==> src/rtl/gate_bist_ctrl_pkg.sv <==
// Shared definitions for the gate BIST sequencer: FSM state encoding and
// expected truth tables for common 2-input gates.
package gate_bist_ctrl_pkg;

  typedef enum logic [1:0] {
    ST_IDLE   = 2'd0,
    ST_SETTLE = 2'd1,
    ST_CHECK  = 2'd2,
    ST_DONE   = 2'd3
  } state_e;

  // Bit i is the gate output for stim == i, with stim = {a, b}.
  localparam logic [3:0] EXP2_NAND = 4'b0111;
  localparam logic [3:0] EXP2_AND  = 4'b1000;
  localparam logic [3:0] EXP2_OR   = 4'b1110;
  localparam logic [3:0] EXP2_XOR  = 4'b0110;

  // The settle counter is loaded with settle-1, so it needs enough bits for that value.
  function automatic int settle_cnt_width(input int settle);
    return (settle <= 2) ? 1 : $clog2(settle);
  endfunction

endpackage

==> src/rtl/gate_bist_ctrl_settle_cnt.sv <==
// Load/enable down-counter that raises zero once the programmed settle
// time has elapsed.
module gate_bist_ctrl_settle_cnt
  import gate_bist_ctrl_pkg::*;
#(
  parameter int SETTLE_CYCLES = 2
) (
  input  logic clk,
  input  logic rst,
  input  logic load,
  input  logic en,
  output logic zero
);

  localparam int CW = settle_cnt_width(SETTLE_CYCLES);
  localparam logic [CW-1:0] LOAD_VAL = CW'(SETTLE_CYCLES - 1);

  logic [CW-1:0] cnt_q;
  logic [CW-1:0] cnt_d;

  always_comb begin
    cnt_d = cnt_q;
    if (load) begin
      cnt_d = LOAD_VAL;
    end else if (en && (cnt_q != '0)) begin
      cnt_d = cnt_q - CW'(1);
    end
  end

  always_ff @(posedge clk) begin
    if (rst) begin
      cnt_q <= '0;
    end else begin
      cnt_q <= cnt_d;
    end
  end

  assign zero = (cnt_q == '0);

endmodule

==> src/rtl/gate_bist_ctrl.sv <==
// BIST sequencer: sweeps every input pattern onto a combinational gate,
// waits a settle time per pattern and compares the response to a truth table.
module gate_bist_ctrl
  import gate_bist_ctrl_pkg::*;
#(
  parameter int                   N_IN          = 2,
  parameter int                   SETTLE_CYCLES = 2,
  parameter logic [2**N_IN-1:0]   EXPECTED      = EXP2_NAND
) (
  input  logic                 clk,
  input  logic                 rst,
  input  logic                 start,
  output logic [N_IN-1:0]      stim,
  input  logic                 resp,
  output logic                 busy,
  output logic                 done,
  output logic                 pass,
  output logic [2**N_IN-1:0]   fail_vec
);

  localparam int NPAT = 2**N_IN;
  localparam logic [N_IN-1:0] LAST_PAT = N_IN'(NPAT - 1);

  if (SETTLE_CYCLES < 1) begin : g_bad_settle
    $error("gate_bist_ctrl: SETTLE_CYCLES must be >= 1");
  end

  state_e            state_q, state_d;
  logic [N_IN-1:0]   p_q, p_d;
  logic [N_IN-1:0]   stim_q, stim_d;
  logic              busy_q, busy_d;
  logic              done_q, done_d;
  logic              pass_q, pass_d;
  logic [NPAT-1:0]   fail_vec_q, fail_vec_d;
  logic              cnt_load;
  logic              cnt_en;
  logic              cnt_zero;

  gate_bist_ctrl_settle_cnt #(
    .SETTLE_CYCLES(SETTLE_CYCLES)
  ) u_settle_cnt (
    .clk  (clk),
    .rst  (rst),
    .load (cnt_load),
    .en   (cnt_en),
    .zero (cnt_zero)
  );

  always_comb begin
    state_d    = state_q;
    p_d        = p_q;
    stim_d     = stim_q;
    busy_d     = busy_q;
    done_d     = 1'b0;
    pass_d     = pass_q;
    fail_vec_d = fail_vec_q;
    cnt_load   = 1'b0;
    cnt_en     = 1'b0;

    unique case (state_q)
      ST_IDLE: begin
        stim_d = '0;
        busy_d = 1'b0;
        if (start) begin
          state_d    = ST_SETTLE;
          p_d        = '0;
          fail_vec_d = '0;
          pass_d     = 1'b0;
          busy_d     = 1'b1;
          cnt_load   = 1'b1;
        end
      end

      ST_SETTLE: begin
        if (cnt_zero) begin
          state_d = ST_CHECK;
        end else begin
          cnt_en = 1'b1;
        end
      end

      ST_CHECK: begin
        fail_vec_d[p_q] = (resp != EXPECTED[p_q]);
        // Last pattern is found by compare so the index never wraps into a second pass.
        if (p_q == LAST_PAT) begin
          state_d = ST_DONE;
          stim_d  = '0;
          busy_d  = 1'b0;
          done_d  = 1'b1;
          pass_d  = ~|fail_vec_d;
        end else begin
          state_d  = ST_SETTLE;
          p_d      = p_q + N_IN'(1);
          stim_d   = p_q + N_IN'(1);
          cnt_load = 1'b1;
        end
      end

      ST_DONE: begin
        state_d = ST_IDLE;
        stim_d  = '0;
        busy_d  = 1'b0;
      end

      default: begin
        state_d = ST_IDLE;
      end
    endcase
  end

  always_ff @(posedge clk) begin
    if (rst) begin
      state_q    <= ST_IDLE;
      p_q        <= '0;
      stim_q     <= '0;
      busy_q     <= 1'b0;
      done_q     <= 1'b0;
      pass_q     <= 1'b0;
      fail_vec_q <= '0;
    end else begin
      state_q    <= state_d;
      p_q        <= p_d;
      stim_q     <= stim_d;
      busy_q     <= busy_d;
      done_q     <= done_d;
      pass_q     <= pass_d;
      fail_vec_q <= fail_vec_d;
    end
  end

  assign stim     = stim_q;
  assign busy     = busy_q;
  assign done     = done_q;
  assign pass     = pass_q;
  assign fail_vec = fail_vec_q;

endmodule

==> config.mk <==
export PLATFORM = sky130hd
export DESIGN_NAME = gate_bist_ctrl
export DESIGN_NICKNAME = d
export VERILOG_FILES = /design/src/rtl/gate_bist_ctrl_pkg.sv /design/src/rtl/gate_bist_ctrl_settle_cnt.sv /design/src/rtl/gate_bist_ctrl.sv
export SDC_FILE = /design/constraint.sdc
export NUM_CORES = 1
export LEC_CHECK = 0
export CAP_MARGIN = 0
export CORE_UTILIZATION = 45
export CTS_BUF_LIST = sky130_fd_sc_hd__clkbuf_8
export CTS_CLUSTER_DIAMETER = 100
export DETAILED_ROUTE_END_ITERATION = 8
export PLACE_DENSITY = 0.69
export SETUP_SLACK_MARGIN = 0.15
export SLEW_MARGIN = 10
export SYNTH_ARGS = -nofsm -noshare
export SYNTH_HDL_FRONTEND = slang
export SYNTH_HIERARCHICAL = 1
export SYNTH_SLANG_ARGS = --single-unit
==> constraint.sdc <==
create_clock -name clk -period 2.3 [get_ports clk]
set_clock_uncertainty 0.1 [all_clocks]
set_input_delay 0.46 -clock clk [delete_from_list [all_inputs] [get_ports clk]]
set_output_delay 0.46 -clock clk [all_outputs]
set_load 0.05 [all_outputs]
==> results_dict.tcl <==
set metrics [dict create \
    outcome "completed" \
    overflow 0 \
    die_x_um 45.2 \
    crit_family "buffers and inverters" \
    fp.coreArea_mm2 0.00175 \
    synth_xor_area_share_pct 1.04 \
    crit_path_end_kind "primary output" \
    avgSynthCellArea_um2 8.82 \
    maxCapViolCount 0 \
    die_height_um 45.2 \
    drive_gt1_share_pct 9.09 \
    finalPower_mw 0.809 \
    power_density_mw_per_mm2 780 \
    worstPathArrival_ns 1.42 \
    critPathBufInv 1 \
    pwr-share-comb_pct 33.9 \
    slowest_delay_ns 0.81 \
    cts.hold.buffers_added 0 \
    final_area_mm2 0.00104 \
    max_clock_freq_mhz 505 \
    dr.pass1.iters 4 \
    worstMarginPinSlew_ns 0.497 \
    synth_nets 110 \
    htreeDepth 1 \
    postSynthCellCount 95 \
    synthMuxAreaShare_pct 1.34 \
    clk_path_buf_depth 2 \
    crit_fanout 3 \
    hold_violations 0 \
    via_count 697 \
    hold_path.class "flop to flop" \
    clk_latency_ns 0.25 \
    finalWorstSetupSlack_ns 0.322 \
    p_leak_nw 0.425 \
    internal_power_mw 0.532 \
    p_sw_mw 0.277 \
    multi_input_comb_area_um2 505 \
    hpwl_um 1210 \
    mostFrequentLayoutCells "dfxtp_1, clkdlybuf4s50_1, ha_1" \
    clk_pin_slew_worst_paths_ns 0.06 \
    grt_use_total_pct 18.8 \
    via_per_inst 5.16 \
    setup_tns_ns 0 \
    clock-sinks 14 \
    synth_top_cells_by_area "dfxtp_1, ha_1, nand2b_1" \
    irDropWorstVdd_mv 0.473 \
    ys_seq_area_share_pct 33.4 \
    final_common_cell "dfxtp_1" \
    syn-cell-area_um2 838 \
    min_period_ns 1.98 \
    root_buffer "clkbuf_8" \
    area_growth_pct 23.7 \
    antenna_left 0 \
    reg2reg_depth 6 \
    die_area_mm2 0.00204 \
    numCtsBuffers 3 \
    synth_top_cell_area_share_pct 33.4 \
    drc 0 \
    final_nets 126 \
    postCtsSetupBuffers 0 \
    finalSetupViolations 0 \
    num-fill-cells 164 \
    slew_headroom_pct 66.7 \
    maxSlewViolCount 0 \
    portBuffers 12 \
    synth_compound_area_share_pct 20.4 \
    synth_top_family_by_area "simple AND/OR/NAND/NOR gates" \
    seq_area_um2 280 \
    io-pin-count 13 \
    pre_cts_ws_ns 0.359 \
    routedWlPerCell_um 12.4 \
    grt_pass1_wl_um 2750 \
    cts_tree "yes" \
    fin_crit_sh_pct 86.0 \
    crit_required_ns 1.74 \
    clockPowerShare_pct 30.0 \
    grt_max_degree 14 \
    crit_path_start_kind "flop" \
    synth_area_leader_cell "dfxtp_1" \
    initial_core_util_pct 48.0 \
    dr.first_iter.drc_count 34 \
    cp_cell_sequence "clkdlybuf4s50_1" \
    whs_ns 0.374 \
    place_congestion 0.794 \
    holdPathStages 2 \
    synth.distinct_cells 32 \
    antenna_found_initial 0 \
    slowest_stage "clkdlybuf4s50_1" \
    cp.depth 1 \
    ys_warn_count 6 \
    critPathKind "flop to primary output" \
    synth.ff_latch_count 14 \
    wirelength_um 1670 \
    rows 15 \
    synth-simple-area-share_pct 21.0 \
    grt_pass1_vias 660 \
    synth_fa_ha_area_share_pct 16.4 \
    cts_resized 0 \
    rsz0062_at_grt "no" \
    diodes 0 \
    seqPwrFrac_pct 36.2 \
    switching_share_pct 34.3 \
    placed_area_um2 982 \
]
layout make-up:
| cell class | count | share of cell area, % |
|---|---|---|
| inverter | 10 | 3.62 |
| tap | 25 | 3.02 |
| timing repair buffer | 13 | 12.3 |
| sequential | 14 | 27.0 |
| multi-input combinational | 69 | 48.7 |
| clock buffer | 4 | 5.31 |
worst min-delay path: stages, from the launching register on:
cell and delay (ns):
dfxtp_1 0.34, nand2_1 0.06, o41ai_2 0.05
metrics by stage:
step / util, % / instances
global route: 59.4 / 135
CTS: 59.4 / 135
global placement: 56.3 / 131
finish: 59.4 / 135
floorplan: - / 95
detailed placement: 56.3 / 131
flip-flops by register name, indices dropped and copies added, names as in the netlist:
name and count:
busy 1, fail_vec 4, stim 2, u_settle_cnt/cnt_q 1
pass 1, p_q 2, done 1, state_q 2
synth_stat cells:
master      n
a211oi_1    1
a21oi_1     5
a21oi_2     1
a221o_1     1
a22o_1      1
a2bb2oi_1   1
a31oi_1     1
a32oi_1     1
and2_1      1
and2b_2     1
buf_6       1
clkbuf_1    1
dfxtp_1    14
ha_1       11
inv_1      10
mux2_2      1
nand2_1     5
nand2b_1    7
nand3_1     2
nand3b_1    1
nor2_1      9
nor2b_1     3
nor3_1      1
nor3b_1     1
o21a_1      3
o21ai_0     3
o2bb2ai_1   3
o31ai_1     1
o41ai_2     1
or2_2       1
or4b_1      1
xor2_1      1
final timing paths:
| check | start | end | slack (ns) |
|---|---|---|---|
| worst max-delay path | fail_vec[2] | fail_vec[2] | 0.32 |
| worst min-delay path | pass | pass | 0.37 |
| worst max register to register | state_q[0] | p_q[1] | 0.46 |
| worst min register to register | pass | pass | 0.37 |
power groups by stage:
| stage | clock [mW] | sequential [mW] | combinational, mW |
|---|---|---|---|
| floorplan | 0 | 0.330 | 0.175 |
| global placement | 0 | 0.297 | 0.267 |
| detailed placement | 0 | 0.298 | 0.272 |
| CTS | 0.247 | 0.293 | 0.276 |
| global route | 0.261 | 0.297 | 0.303 |
| finish | 0.242 | 0.293 | 0.274 |
routing by layer:
metal | vias to the layer above | part of all wire (%) | wire [um] | global-route usage, %
li1 | 356 | - | - | -
met4 | 0 | 1.9 | 32 | 9.09
met2 | 16 | 47 | 784 | 32.5
met5 | - | 0 | 0 | 0
met3 | 5 | 3.3 | 55 | 3.60
met1 | 320 | 48 | 798 | 22.0
cell families after synthesis:
group                    Yosys count
multiplexers                       1
adder cells (fa/ha/maj)           11
XOR/XNOR                           1
AND/OR/NAND/NOR                   33
buffers and inverters             12
flip-flops                        14
AO/OA/AOI/OAI                     23
No activity file was read; power rests on OpenSTA's default activity.
